<file path="config.mk">
export PLATFORM = sky130hd
export DESIGN_NAME = tile_map_arbiter_flat
export DESIGN_NICKNAME = d
export VERILOG_FILES = /design/src/rtl/snake_pkg.sv /design/src/rtl/vga_pkg.sv /design/src/rtl/vga_if.sv /design/src/rtl/tile_rr_arb.sv /design/src/rtl/tile_map_arbiter.sv /design/src/flat_wrapper.sv
export SDC_FILE = /design/constraint.sdc
export NUM_CORES = 1
export LEC_CHECK = 0
export ABC_AREA = 1
export CORE_UTILIZATION = 35
export DETAILED_ROUTE_END_ITERATION = 10
export GPL_ROUTABILITY_DRIVEN = 0
export HOLD_SLACK_MARGIN = 0.06
export PLACE_DENSITY_LB_ADDON = 0.05
export SETUP_SLACK_MARGIN = 0.02
export SLEW_MARGIN = 30
export SYNTH_ARGS = -nofsm -noshare
export SYNTH_HDL_FRONTEND = slang
export SYNTH_HIERARCHICAL = 1
export SYNTH_SLANG_ARGS = --single-unit
</file>
<file path="constraint.sdc">
create_clock -name i_clk -period 5.4 [get_ports i_clk]
set_clock_uncertainty 0.1 [all_clocks]
set_input_delay 0.81 -clock i_clk [delete_from_list [all_inputs] [get_ports i_clk]]
set_output_delay 0.81 -clock i_clk [all_outputs]
set_load 0.02 [all_outputs]
</file>
<file path="src/rtl/snake_pkg.sv">
// snake_pkg: tile encoding, map geometry and the requester command record shared by the tile-map logic
package snake_pkg;

    typedef enum logic [2:0] {
        EMPTY  = 3'd0,
        WALL   = 3'd1,
        SNAKE1 = 3'd2,
        SNAKE2 = 3'd3,
        POINT  = 3'd4
    } tile_t;

    localparam int MAP_W      = 40;
    localparam int MAP_H      = 30;
    localparam int TILE_SHIFT = 4;
    localparam int MAP_ADDR_W = 11;

    typedef struct packed {
        logic                  we;
        logic [MAP_ADDR_W-1:0] addr;
        tile_t                 wdata;
    } map_req_t;

endpackage

</file>
<file path="src/rtl/vga_pkg.sv">
// vga_pkg: frame timing totals (800x600 visible inside a 1056x628 frame)
package vga_pkg;

    localparam int H_TOTAL = 1056;
    localparam int V_TOTAL = 628;

endpackage

</file>
<file path="src/rtl/vga_if.sv">
// vga_if: VGA timing bundle; consumers use the "in" modport
interface vga_if;

    logic [10:0] hcount;
    logic [10:0] vcount;
    logic        hblnk;
    logic        vblnk;

    modport in (input hcount, input vcount, input hblnk, input vblnk);

endinterface

</file>
<file path="src/rtl/tile_rr_arb.sv">
// tile_rr_arb: two-port round-robin grant for the free RAM slots
// Ports: i_clk, i_rst_n (sync, active-low); i_valid per-port request; i_slot_free slot available;
//        o_ready one-hot accept strobe; o_gnt_id selected port (meaningful when o_ready != 0)
module tile_rr_arb (
    input  logic       i_clk,
    input  logic       i_rst_n,
    input  logic [1:0] i_valid,
    input  logic       i_slot_free,
    output logic [1:0] o_ready,
    output logic       o_gnt_id
);

    // last granted port; resetting to 1 makes port 0 win the first contest
    logic r_last;

    always_comb begin
        o_gnt_id = (&i_valid) ? ~r_last : i_valid[1];
        o_ready  = i_slot_free ? (o_gnt_id ? {i_valid[1], 1'b0} : {1'b0, i_valid[0]}) : 2'b00;
    end

    always_ff @(posedge i_clk) begin
        if (!i_rst_n)
            r_last <= 1'b1;
        else if (|o_ready)
            r_last <= o_gnt_id;
    end

endmodule

</file>
<file path="src/rtl/tile_map_arbiter.sv">
// tile_map_arbiter: shares the single-port tile-map RAM between the VGA tile fetcher and two requesters
// Ports: i_clk, i_rst_n (sync, active-low); i_vga timing; o_act_tile tile under the current pixel;
//        o_mem_addr/o_mem_we/o_mem_wdata registered RAM command, i_mem_rdata valid one cycle after address;
//        i_req_valid/i_req_we/i_req_addr/i_req_wdata + o_req_ready requester handshake;
//        o_rsp_valid per-port read pulse with shared o_rsp_rdata
module tile_map_arbiter
    import snake_pkg::*;
    import vga_pkg::*;
(
    input  logic                       i_clk,
    input  logic                       i_rst_n,
    vga_if.in                          i_vga,
    output tile_t                      o_act_tile,
    output logic [MAP_ADDR_W-1:0]      o_mem_addr,
    output logic                       o_mem_we,
    output tile_t                      o_mem_wdata,
    input  tile_t                      i_mem_rdata,
    input  logic [1:0]                 i_req_valid,
    input  logic [1:0]                 i_req_we,
    input  logic [1:0][MAP_ADDR_W-1:0] i_req_addr,
    input  tile_t [1:0]                i_req_wdata,
    output logic [1:0]                 o_req_ready,
    output logic [1:0]                 o_rsp_valid,
    output tile_t                      o_rsp_rdata
);

    localparam int MAP_SIZE = MAP_W * MAP_H;

    if (H_TOTAL % (1 << TILE_SHIFT) != 0) begin : g_htotal_chk
        $fatal(1, "H_TOTAL must be a multiple of the tile size");
    end
    if ((1 << MAP_ADDR_W) < MAP_SIZE) begin : g_addr_chk
        $fatal(1, "MAP_ADDR_W too small for the map");
    end

    logic [11:0]           w_h3, w_tx, w_col;
    logic [10:0]           w_ty, w_row;
    logic                  w_wrap, w_slot, w_on_map, w_fetch, w_free, w_gnt, w_id, w_oob;
    logic [MAP_ADDR_W-1:0] w_faddr;
    map_req_t              w_sel;

    logic [MAP_ADDR_W-1:0] r_mem_addr;
    logic                  r_mem_we;
    tile_t                 r_mem_wdata, r_act_tile;
    logic                  r_fv1, r_fv2, r_fhit1, r_fhit2;
    logic                  r_rv1, r_rv2, r_rid1, r_rid2, r_roob1, r_roob2;

    // Fetch runs 3 pixels ahead: address out, RAM read, capture, so the tile
    // lands in act_tile exactly on the tile boundary.
    always_comb begin
        w_h3     = {1'b0, i_vga.hcount} + 12'd3;
        w_wrap   = w_h3 >= 12'(H_TOTAL);
        w_tx     = w_wrap ? w_h3 - 12'(H_TOTAL) : w_h3;
        w_ty     = w_wrap ? ((i_vga.vcount == 11'(V_TOTAL - 1)) ? 11'd0 : i_vga.vcount + 11'd1) : i_vga.vcount;
        w_slot   = w_h3[TILE_SHIFT-1:0] == '0;
        w_col    = w_tx >> TILE_SHIFT;
        w_row    = w_ty >> TILE_SHIFT;
        // without a wrap the target shares this line, so current blanking applies to it as well
        w_on_map = (w_col < 12'(MAP_W)) && (w_row < 11'(MAP_H)) && !(!w_wrap && (i_vga.hblnk || i_vga.vblnk));
        w_fetch  = w_slot && w_on_map;
        w_free   = i_rst_n && !w_fetch;
        w_faddr  = MAP_ADDR_W'(int'(w_row) * MAP_W + int'(w_col));
    end

    tile_rr_arb u_arb (
        .i_clk       (i_clk),
        .i_rst_n     (i_rst_n),
        .i_valid     (i_req_valid),
        .i_slot_free (w_free),
        .o_ready     (o_req_ready),
        .o_gnt_id    (w_id)
    );

    always_comb begin
        w_gnt = |o_req_ready;
        w_sel = '{we: i_req_we[w_id], addr: i_req_addr[w_id], wdata: i_req_wdata[w_id]};
        w_oob = w_sel.addr >= MAP_ADDR_W'(MAP_SIZE);
    end

    always_ff @(posedge i_clk) begin
        if (!i_rst_n) begin
            r_mem_addr  <= '0;
            r_mem_we    <= 1'b0;
            r_mem_wdata <= EMPTY;
            r_act_tile  <= EMPTY;
            r_fv1       <= 1'b0;
            r_fv2       <= 1'b0;
            r_fhit1     <= 1'b0;
            r_fhit2     <= 1'b0;
            r_rv1       <= 1'b0;
            r_rv2       <= 1'b0;
            r_rid1      <= 1'b0;
            r_rid2      <= 1'b0;
            r_roob1     <= 1'b0;
            r_roob2     <= 1'b0;
        end else begin
            r_mem_we <= 1'b0;
            if (w_fetch) begin
                r_mem_addr <= w_faddr;
            end else if (w_gnt) begin
                // out-of-map requests never reach the RAM; the address bus keeps its value
                if (!w_oob)
                    r_mem_addr <= w_sel.addr;
                r_mem_we    <= w_sel.we && !w_oob;
                r_mem_wdata <= w_sel.wdata;
            end
            r_fv1   <= w_slot;
            r_fhit1 <= w_on_map;
            r_fv2   <= r_fv1;
            r_fhit2 <= r_fhit1;
            if (r_fv2)
                r_act_tile <= r_fhit2 ? i_mem_rdata : EMPTY;
            r_rv1   <= w_gnt && !w_sel.we;
            r_rid1  <= w_id;
            r_roob1 <= w_oob;
            r_rv2   <= r_rv1;
            r_rid2  <= r_rid1;
            r_roob2 <= r_roob1;
        end
    end

    assign o_mem_addr  = r_mem_addr;
    assign o_mem_we    = r_mem_we;
    assign o_mem_wdata = r_mem_wdata;
    assign o_act_tile  = r_act_tile;
    assign o_rsp_valid = {r_rv2 && r_rid2, r_rv2 && !r_rid2};
    assign o_rsp_rdata = (r_rv2 && !r_roob2) ? i_mem_rdata : EMPTY;

endmodule
</file>
<file path="src/flat_wrapper.sv">
// flat-port wrapper written by rule: the top's interface ports become plain ports
module tile_map_arbiter_flat import snake_pkg::*; import vga_pkg::*;
  (i_clk, i_rst_n, o_act_tile, o_mem_addr, o_mem_we, o_mem_wdata, i_mem_rdata, i_req_valid, i_req_we, i_req_addr, i_req_wdata, o_req_ready, o_rsp_valid, o_rsp_rdata, i_vga_hcount, i_vga_vcount, i_vga_hblnk, i_vga_vblnk);
  vga_if i_vga_i ();
  input  logic i_clk;
  input  logic i_rst_n;
  output tile_t o_act_tile;
  output logic [MAP_ADDR_W-1:0] o_mem_addr;
  output logic o_mem_we;
  output tile_t o_mem_wdata;
  input  tile_t i_mem_rdata;
  input  logic [1:0] i_req_valid;
  input  logic [1:0] i_req_we;
  input  logic [1:0][MAP_ADDR_W-1:0] i_req_addr;
  input  tile_t [1:0] i_req_wdata;
  output logic [1:0] o_req_ready;
  output logic [1:0] o_rsp_valid;
  output tile_t o_rsp_rdata;
  input wire logic [$bits(i_vga_i.hcount)-1:0] i_vga_hcount;
  input wire logic [$bits(i_vga_i.vcount)-1:0] i_vga_vcount;
  input wire logic [$bits(i_vga_i.hblnk)-1:0] i_vga_hblnk;
  input wire logic [$bits(i_vga_i.vblnk)-1:0] i_vga_vblnk;
  assign i_vga_i.hcount = i_vga_hcount;
  assign i_vga_i.vcount = i_vga_vcount;
  assign i_vga_i.hblnk = i_vga_hblnk;
  assign i_vga_i.vblnk = i_vga_vblnk;
  tile_map_arbiter u_core (.i_clk(i_clk), .i_rst_n(i_rst_n), .i_vga(i_vga_i), .o_act_tile(o_act_tile), .o_mem_addr(o_mem_addr), .o_mem_we(o_mem_we), .o_mem_wdata(o_mem_wdata), .i_mem_rdata(i_mem_rdata), .i_req_valid(i_req_valid), .i_req_we(i_req_we), .i_req_addr(i_req_addr), .i_req_wdata(i_req_wdata), .o_req_ready(o_req_ready), .o_rsp_valid(o_rsp_valid), .o_rsp_rdata(o_rsp_rdata));
endmodule
</file>
==> results of run 1 <==
## kinds of logic (layout without fill, tap and decap cells)
kind of cell             after synthesis  in the layout
multiplexers                           3              3
flip-flops                            29             29
AND/OR/NAND/NOR                      255            255
XOR/XNOR                              16             16
adder cells (fa/ha/maj)               17             17
buffers and inverters                 78            178
AO/OA/AOI/OAI                         39             39
## synth_stat cells, types with 2 or more instances
cell,number
nand2_2,9
nand3_1,32
a21oi_1,19
nor2_4,2
o21ai_1,4
inv_1,61
nor3b_1,2
dfxtp_1,29
buf_6,2
or2_2,4
nand2_1,133
o21ai_0,8
nor2_2,5
nand3_2,3
xor2_1,12
buf_2,3
fa_1,2
mux2i_1,3
nor2_8,2
nor2_1,35
nor4_1,2
ha_1,15
o21ai_2,2
inv_2,6
nor3_1,6
clkbuf_1,4
nand4_1,15
xnor2_1,4
## where the power goes
group / total, uW / internal [uW] / switching (uW)
Sequential: 231 / 226 / 5.24
Combinational: 370 / 173 / 198
Clock: 199 / 115 / 83.8
Total: 800 / 514 / 287
## final cells by class
type / count / area, um^2 / area share [%]
multi-input combinational: 330 / 1908 / 48.09
timing repair buffer: 103 / 1002 / 25.26
sequential: 29 / 580.6 / 14.63
inverter: 67 / 251.5 / 6.339
tap: 99 / 123.9 / 3.122
clock buffer: 7 / 96.34 / 2.428
clock inverter: 1 / 5.005 / 0.1261
## repair_timing
action | 4_1_cts | 5_1_grt
gates resized for setup | 0 | 17
endpoints found under the setup margin | 0 | 1
buffers inserted | 0 | 14
## stage by stage
stage / setup TNS, ps / total power, uW / cell area, um^2 / cells
2_1_floorplan: 0 / 468.0 / 2741 / 437
3_3_place_gp: 0 / 574.9 / 3682 / 614
3_5_place_dp: -27.07 / 578.8 / 3682 / 614
4_1_cts: 0 / 781.4 / 3784 / 622
5_1_grt: -27.71 / 861.6 / 3968 / 636
6_report: 0 / 800.1 / 3968 / 636
## final timing paths
kind	cells after the start	startpoint	slack, ps	end
min reg2reg	2	u_core/r_rv1	310	u_core/r_rv2
max	26	i_vga_hcount[2]	390	u_core/o_mem_addr[10]
min	2	u_core/r_rv1	310	u_core/r_rv2
max reg2reg	15	u_core/u_arb/r_last	2150	u_core/o_mem_addr[6]
## critical path, cell delays in order
cell and delay, ps:
clkdlybuf4s50_1 520, nand2_4 100, nor2_8 150, nand4_1 110, nand2_2 100, nand2_2 80
a21oi_4 270, buf_6 150, nand3_1 90, nand2_2 100, inv_1 60, ha_1 290
ha_1 230, fa_1 540, ha_4 310, nand2_1 90, inv_1 60, nand3_1 70
o221ai_2 180, nand2_1 70, nor2_1 110, xnor2_1 140, xor2_1 170, nand4_1 100
nand2_1 70, a21oi_1 50
## per-layer routing
metal / track usage [%] / vias to the layer above
met2: 33.65 / 84
met3: 3.030 / 11
met5: 0 / -
met4: 6.183 / 0
met1: 21.52 / 1285
li1: - / 1584
==> reports/results.tsv, run 1 <==
stage	metric	value	unit
run_status	result of the run	completed	
synth	main combinational cell family by area after synthesis	simple AND/OR/NAND/NOR gates	
critical_path	critical path data arrival time	5060	ps
cells_and_area	layout cell share with drive strength beyond 1	13.22	%
critical_path	startpoint kind of the worst setup timing path	input port	
sta	final period demand of the worst path	5009	ps
synth	flip-flop and latch count after synthesis	29	
cells_and_area	number of flip-flops under the largest register name	11	
route	wire length on met3	327	um
route	detailed-router iteration count before antenna repair	4	
critical_path	capturing element type of the critical path	register	
placed_design	count of input and output buffers	85	
route	routed len/inst	11.67	um
critical_path	required time at the endpoint of the critical path	5450	ps
floorplan	height of the chip	90.50	um
sta	max-slew violation count	0	
clock_tree	number of clock sinks	29	
grt	GRT Overall Usage	18.41	%
grt	via count of the first global-routing pass	2904	
synth	synth top area cells	dfxtp_1 (21%), nand2_1 (18%), inv_1 (8.4%)	
clock_tree	clock tree from TritonCTS	yes	
synth	post-synthesis area per instance	6.273	um^2
route	highest metal used	met4	
floorplan	floorplan die area	8190	um^2
clock_tree	hold buffer count at cts	0	
synth	parity-gate share of the synthesized area counting xor and xnor cells	5.112	%
synth	complex-gate fraction of the synthesized area	8.398	%
grt	final global-route overflow total	0	
route	WL met2	3.650	mm
power	leak pwr	0.002014	uW
synth	arithmetic-cell share of the synthesized area counting full adders, half adders and majority gates	8.307	%
clock_tree	insertion delay of the later-clocked pin in the worst-skew pair	280	ps
synth	cell type contributing the most total cell area after synthesis	dfxtp_1	
route	post-detailed-route DRC marker count	0	
cells_and_area	commonest non-fill, non-tap cells in the layout	nand2_1 (130), clkdlybuf4s50_1 (80), inv_1 (61)	
clock_tree	root cell of the clock tree	clkbuf_8	
synth	sequential-to-total area share from yosys stat	21.18	%
route	Final ANT Viol Nets	0	
synth	dominant synthesized flop cell	dfxtp_1	
floorplan	initial core utilization	37.00	%
grt	number of antenna violations at the first check in global routing	0	
sta	maximum clock frequency	199.6	MHz
synth	basic-gate share of the synthesized area counting and, or, nand and nor cells	44.41	%
synth	Syn Nets	515	
synth	count of distinct cell types in the synthesized netlist	41	
synth	fraction of registers with async set/reset	0	%
critical_path	CP Max Fanout	7	
synth	share of synthesized area spent on multiplexers	1.095	%
route	detailed-route via count	2964	
sta	worst hold slack	311.2	ps
placed_design	DP Wirelength	5.748	mm
critical_path	startpoint-to-endpoint class of the critical path	input port to register	
power	VDD IR max	0.08204	mV
synth	cell area after synthesis	2741	um^2
cells_and_area	Area growth syn-to-layout	44.73	%
clock_tree	register clock-pin slew on the reported worst setup and hold paths	60	ps
cells_and_area	number of antenna cells inserted	0	
clock_tree	number of H-tree levels	2	
floorplan	row cnt	31	
sta	slew margin rel.	61.87	%
cells_and_area	final core utilization	53.56	%
run	# Max-Cap Violations	0	
cells_and_area	leading cell type in the layout, fill and taps excluded	nand2_1	
sta	final number of setup-violating endpoints	0	
floorplan	die extent in x	90.50	um
grt	first-pass GRT wire length	12.59	mm
cells_and_area	layout net count	614	
sta	Fin. Hold Viols	0	
clock_tree	TritonCTS Buffers	5	
floorplan	top-level port count	86	
route	length of routed wiring on met1	3.316	mm
synth	Ys Warns	6	
route	Via density	4.660	
placed_design	worst slack after detailed placement	-27.07	ps
clock_tree	worst-case clock buffer depth	2	
floorplan	Std-Cell Core Area	7408	um^2
synth	proportion of netlist area held by the largest area contributor	21.18	%
route	total detailed-routing wirelength	7.424	mm
route	First DRT Iteration DRCs	101	
sta	smallest setup slack after layout	390.8	ps
synth	Post-Synthesis Cells	437	
sta	final worst path period share	92.76	%
power	P per Cell Area	201.7	nW/um^2
cells_and_area	Filler Cells Inserted	752	
sta	actual transition at the worst max-transition pin	570.2	ps
synth	number of flops mapped to enable cells by yosys	0	
worst_hold_path	worst hold path class	register to register	
grt	pin count of the biggest net entering global routing	21	
Note: power is estimated with default switching activity, not from simulation.
==> run 2: changes to the inputs <==
CORE_MARGIN = 2   (was default)
==> run 2 against run 1 <==
Compared with the run above: first-iteration DRC count decreased by 36%; sequential share of layout area up 0.51 points; sequential power is essentially flat; fmax is 1.2% lower; register-to-register slack better by 130 ps; die area increased by 4.5%; clock power down 15%.
==> reports/results.tsv, run 2 (synthesized netlist as in run 1, its figures left out) <==
stage	metric	value	unit	change
critical_path	critical path data arrival time	4160	ps	-900 ps
sta	final worst path period share	93.89	%	+1.1 points
critical_path	delay contributed by the slowest stage of the critical path	640	ps	+100 ps
cells_and_area	commonest non-fill, non-tap cells in the layout	nand2_1 (132), clkdlybuf4s50_1 (85), inv_1 (61)		
grt	via count of the first global-routing pass	2792		-3.9%
sta	maximum clock frequency	197.2	MHz	-1.2%
critical_path	series of cell instances along the critical path	clkdlybuf4s50_1, nand2_2, nor2_4, nand3_2, nand2_2, nand2_1, a21oi_4, nand2_4, buf_4, buf_4, nand2_1, nand2_1, nand2_1, nand2_1, nand4_2, nand2_1, inv_1, nand2_1, nor2_2, clkdlybuf4s50_1		
cells_and_area	Finished Cell Area	3835	um^2	-3.3%
route	detailed-route via count	2921		-1.5%
clock_tree	TritonCTS Buffers	5		unchanged
cells_and_area	layout net count	605		-1.5%
critical_path	startpoint kind of the worst setup timing path	input port		
sta	final period demand of the worst path	5070	ps	+60.83 ps
floorplan	initial core utilization	35.85	%	-1.2 points
sta	slew margin rel.	61.72	%	-0.14 points
cells_and_area	layout cell share with drive strength beyond 1	11.17	%	-2.0 points
grt	final global-route overflow total	0		unchanged
cells_and_area	number of flip-flops under the largest register name	11		unchanged
clock_tree	worst-case clock buffer depth	2		unchanged
sta	actual transition at the worst max-transition pin	572.4	ps	+2.126 ps
worst_hold_path	Hold EP	u_core/r_roob2		
route	Final ANT Viol Nets	0		unchanged
critical_path	path depth of the worst reg2reg path	17		+2
cells_and_area	leading cell type in the layout, fill and taps excluded	nand2_1		
worst_hold_path	Worst Hold Path Cells	2		unchanged
cells_and_area	Area growth syn-to-layout	39.89	%	
grt	pin count of the biggest net entering global routing	21		unchanged
floorplan	Std-Cell Core Area	7647	um^2	+3.2%
clock_tree	number of clock sinks	29		unchanged
sta	Fin. Hold Viols	0		unchanged
route	post-detailed-route DRC marker count	0		unchanged
power	leak pwr	0.001904	uW	-5.5%
critical_path	worst r2r src	u_core/u_arb/r_last		
power	VDD IR max	0.08004	mV	-2.4%
sta	RSZ-0062 raised after global routing	no		
route	detailed-router iteration count before antenna repair	4		unchanged
placed_design	DP Wirelength	5.814	mm	+1.2%
placed_design	count of input and output buffers	85		unchanged
clock_tree	number of H-tree levels	2		unchanged
clock_tree	root cell of the clock tree	clkbuf_8		
critical_path	startpoint-to-endpoint class of the critical path	input port to output pin		
grt	GRT Overall Usage	17.26	%	-1.1 points
grt	number of antenna violations at the first check in global routing	0		unchanged
floorplan	row cnt	32		+3.2%
critical_path	CP Max Fanout	8		+1
critical_path	flop-to-flop setup slack	2280	ps	+130 ps
cells_and_area	number of antenna cells inserted	0		unchanged
run	# Max-Cap Violations	0		unchanged
floorplan	top-level port count	86		unchanged
grt	first-pass GRT wire length	12.14	mm	-3.6%
floorplan	die extent in x	92.50	um	+2.2%
worst_hold_path	worst hold path class	register to register		
worst_hold_path	hold_sp	u_core/r_roob1		
run_status	result of the run	completed		
cells_and_area	final core utilization	50.15	%	-3.4 points
clock_tree	insertion delay of the later-clocked pin in the worst-skew pair	280	ps	about the same
clock_tree	clock tree from TritonCTS	yes		
critical_path	slowest cell on the critical path	clkdlybuf4s50_1		
floorplan	height of the chip	92.50	um	+2.2%
route	First DRT Iteration DRCs	65		-36%
floorplan	floorplan die area	8556	um^2	+4.5%
critical_path	Top cell by count, worst path	nand2_1		
route	Via density	4.637		-0.51%
placed_design	placed inst area	3701	um^2	+0.51%
clock_tree	register clock-pin slew on the reported worst setup and hold paths	60	ps	about the same
power	P per Cell Area	196.6	nW/um^2	-2.5%
sta	max-slew violation count	0		unchanged
route	routed len/inst	11.41	um	-2.3%
critical_path	required time at the endpoint of the critical path	4490	ps	-960 ps
critical_path	capturing element type of the critical path	output pin		
critical_path	R2R Path End	u_core/o_mem_addr[3]		
route	total detailed-routing wirelength	7.188	mm	-3.2%
sta	final number of setup-violating endpoints	0		unchanged
[run 2: cell types whose count changed in the layout (fill, tap and decap cells not counted), sizes merged]
cell,change
clkinv,+1
clkdlybuf4s50,+5
dlymetal6s2s,-5
buf,-9
clkbuf,-1
[run 2: worst max-delay path by stage]
| stage | depth (start not counted) | endpoint | startpoint |
|---|---|---|---|
| 5_1_grt | 26 | u_core/o_mem_addr[10] | i_vga_hcount[4] |
| 6_report | 20 | o_req_ready[0] | i_vga_hcount[4] |
| 3_5_place_dp | 25 | u_core/o_mem_addr[10] | i_vga_hcount[4] |
| 4_1_cts | 25 | u_core/o_mem_addr[10] | i_vga_hcount[4] |
| 2_1_floorplan | 26 | u_core/o_mem_addr[10] | i_vga_hcount[3] |
| 3_3_place_gp | 25 | u_core/o_mem_addr[10] | i_vga_hcount[4] |
[run 2: critical path: cells and delay by family]
kind	cells	cell delay (ps)
and+or+nand+nor	14	1490
AOI/OAI and AO/OA	1	280
buffers and inverters	5	1570
[run 2: per-layer routing]
metal / share of wire [%] / track usage, %
met3: 5.9 / 2.848
met1: 44 / 20.19
met4: 1.3 / 5.100
met2: 49 / 32.06
met5: 0 / 0
[run 2: area by class of cell]
cell class	instances	area (um^2)
tap	102	127.6
inverter	67	251.5
clock inverter	2	10.01
clock buffer	6	72.57
multi-input combinational	330	1874
fill	807	3812
sequential	29	580.6
timing repair buffer	94	918.4
[run 2: repair_timing]
action / in CTS / in global routing
buffers inserted: 0 / 3
hold buffers: 0 / 0
endpoints found under the setup margin: 0 / 1
resized for setup: 0 / 4
[run 2: report_power, final]
group | switching [uW] | internal, uW
combinational | 190 | 164
sequential | 5.12 | 226
clock | 80.0 | 89.0
[run 2: per-stage QoR]
step	power (uW)	hold WS, ps	std cells	setup slack, ps	setup TNS, ps
finish	753.9	311.8	630	329.9	0
global route	818.2	328.8	630	1.847	0
CTS	751.9	313.6	627	262.6	0
detailed placement	577.5	299.8	619	-12.76	-12.76
global placement	577.6	295.6	619	150.9	0
floorplan	468.0	290.5	437	865.1	0
==> run 3: changes to the inputs <==
CORE_MARGIN = 3   (was 2)
==> run 3 against run 2 <==
Compared with the run above: die area up 4.4%; critical path depth up 6; flip-flop and latch count unchanged; first-iteration DRC count down 49%; utilization up 1.6 points; largest cell class unchanged.
==> reports/results.tsv, run 3 (synthesized netlist as in run 1, its figures left out) <==
stage	metric	value	unit	change
grt	Top Usage Layer GRT	met2		
route	total detailed-routing wirelength	7.163	mm	-0.35%
route	Final ANT Viol Nets	0		unchanged
grt	met3 track utilization from global routing	2.948	%	+0.10 points
critical_path	capturing element type of the critical path	register		
clock_tree	root cell of the clock tree	clkbuf_8		
worst_hold_path	Worst Hold Path Cells	2		unchanged
clock_tree	hold buffer count at cts	0		unchanged
sta	slew margin rel.	62.25	%	+0.53 points
sta	max-slew violation count	0		unchanged
clock_tree	TritonCTS Buffers	5		unchanged
grt	met1 GRT Util	18.56	%	-1.6 points
route	post-detailed-route DRC marker count	0		unchanged
critical_path	startpoint kind of the worst setup timing path	input port		
grt	pin count of the biggest net entering global routing	21		unchanged
sta	RSZ-0062 raised after global routing	no		
cells_and_area	leading cell type in the layout, fill and taps excluded	nand2_1		
sta	maximum clock frequency	201.2	MHz	+2.0%
power	net switching fraction of the power	34.05	%	-2.4 points
sta	final period demand of the worst path	4971	ps	-99.28 ps
floorplan	initial core utilization	37.00	%	+1.2 points
cells_and_area	filler-free cell count of the finished design	623		-1.1%
cells_and_area	number of flip-flops under the largest register name	11		unchanged
route	detailed-router iteration count before antenna repair	4		unchanged
critical_path	critical path data arrival time	5020	ps	+860 ps
grt	global-route met2 utilization	32.03	%	about the same
critical_path	CP Max Fanout	7		-1
clock_tree	number of clock sinks	29		unchanged
sta	final worst path period share	92.05	%	-1.8 points
floorplan	top-level port count	86		unchanged
critical_path	path depth of the worst reg2reg path	15		-2
placed_design	count of input and output buffers	85		unchanged
power	leak pwr	0.001899	uW	-0.28%
run	# Max-Cap Violations	0		unchanged
cells_and_area	commonest non-fill, non-tap cells in the layout	nand2_1 (132), clkdlybuf4s50_1 (85), inv_1 (61)		
sta	TNS Setup	0	ps	unchanged
power	logic gate share of total power	43.0	%	-3.9 points
sta	worst hold slack	310.9	ps	-0.8620 ps
route	Via density	4.634		about the same
power	VDD IR max	0.1114	mV	+39%
cells_and_area	number of antenna cells inserted	0		unchanged
clock_tree	insertion delay of the later-clocked pin in the worst-skew pair	280	ps	about the same
power	part of the power in the clock network	28.7	%	+6.3 points
placed_design	instance count after placement with tap cells included	615		-0.65%
critical_path	required time at the endpoint of the critical path	5450	ps	+960 ps
power	internal power of the cells	537.7	uW	+12%
power	Seq pwr share	28.4	%	-2.3 points
sta	actual transition at the worst max-transition pin	564.5	ps	-7.904 ps
grt	final global-route overflow total	0		unchanged
run_status	result of the run	completed		
floorplan	floorplan die area	8930	um^2	+4.4%
clock_tree	register clock-pin slew on the reported worst setup and hold paths	70	ps	about the same
power	net switching power figure	277.6	uW	+1.1%
floorplan	height of the chip	94.50	um	+2.2%
critical_path	Top cell by count, worst path	nand2_1		
cells_and_area	Filler Cells Inserted	777		-3.7%
critical_path	slowest cell on the critical path	clkdlybuf4s50_1		
grt	GRT Overall Usage	16.66	%	-0.60 points
grt	number of antenna violations at the first check in global routing	0		unchanged
cells_and_area	layout cell share with drive strength beyond 1	10.50	%	-0.68 points
clock_tree	clock tree from TritonCTS	yes		
floorplan	Std-Cell Core Area	7408	um^2	-3.1%
grt	first-pass GRT wire length	12.15	mm	+0.11%
sta	final number of setup-violating endpoints	0		unchanged
floorplan	row cnt	31		-3.1%
floorplan	die extent in x	94.50	um	+2.2%
route	First DRT Iteration DRCs	33		-49%
sta	Fin. Hold Viols	0		unchanged
cells_and_area	Area growth syn-to-layout	39.94	%	about the same
clock_tree	worst-case clock buffer depth	2		unchanged
clock_tree	Setup Fix Bufs, Post-CTS	0		unchanged
critical_path	startpoint-to-endpoint class of the critical path	input port to register		
grt	via count of the first global-routing pass	2875		+3.0%
clock_tree	Post-CTS Resized	0		unchanged
placed_design	DP Wirelength	5.935	mm	+2.1%
route	detailed-route via count	2887		-1.2%
cells_and_area	layout net count	601		-0.66%
route	routed len/inst	11.50	um	+0.77%
power	P per Cell Area	212.5	nW/um^2	+8.1%
critical_path	delay contributed by the slowest stage of the critical path	490	ps	-150 ps
worst_hold_path	worst hold path class	register to register		
clock_tree	number of H-tree levels	2		unchanged
## run 3: cell types whose count changed in the layout (fill, tap and decap cells not counted)
cell       delta
nand2_4       -1
clkinv_2      -2
buf_4         -4
nand2_8       +1
bufinv_16     +1
o21ai_2       +1
o21ai_4       -1
clkbuf_8      +1
## run 3: layout make-up
| class | count | area [um^2] | area share, % |
|---|---|---|---|
| Sequential cell | 29 | 580.6 | 15.13 |
| Inverter | 67 | 251.5 | 6.556 |
| Clock inverter | 1 | 30.03 | 0.7828 |
| Tap cell | 99 | 123.9 | 3.229 |
| Clock buffer | 7 | 86.33 | 2.250 |
| Multi-Input combinational cell | 330 | 1876 | 48.89 |
| Timing Repair Buffer | 90 | 888.4 | 23.16 |
## run 3: worst max-delay path, delay by kind of cell
kind	cells	cell delay, ps
and+or+nand+nor	13	1330
adders and majority gates	4	1320
buffers and inverters	4	800
AOI/OAI and AO/OA	3	460
xor gates and xnor gates	2	300
## run 3: per-layer routing
metal  vias up  routed length [um]
met5         -                   0
met1      1262                3150
met4         0                  95
met2        61                3487
li1       1558                   -
met3         6                 430
## run 3: power by group through the flow
stage / Combinational [uW] / Clock, uW / Sequential [uW]
finish: 350 / 234 / 231
CTS: 345 / 239 / 231
global placement: 339 / 0 / 236
global route: 399 / 250 / 233
detailed placement: 342 / 0 / 236
floorplan: 222 / 0 / 246
## run 3: path summary, 6_finish.rpt
| check | slack [ps] | start | endpoint |
|---|---|---|---|
| setup / recovery | 430 | i_vga_hcount[3] | u_core/o_mem_addr[10] |
| hold / removal | 310 | u_core/r_roob1 | u_core/r_roob2 |
| setup reg to reg | 2170 | u_core/u_arb/r_last | u_core/o_mem_addr[6] |
| hold reg to reg | 310 | u_core/r_roob1 | u_core/r_roob2 |
## run 3: per-stage QoR
stage          area, um^2  util (%)  power [uW]  setup slack, ps
2_1_floorplan        2741         -       468.0            865.1
3_3_place_gp         3690     49.81       575.2            166.5
3_5_place_dp         3690     49.81       578.4            5.356
4_1_cts              3806     51.38       815.4            297.0
5_1_grt              3836     51.78       881.2            1.439
6_report             3836     51.78       815.2            429.2
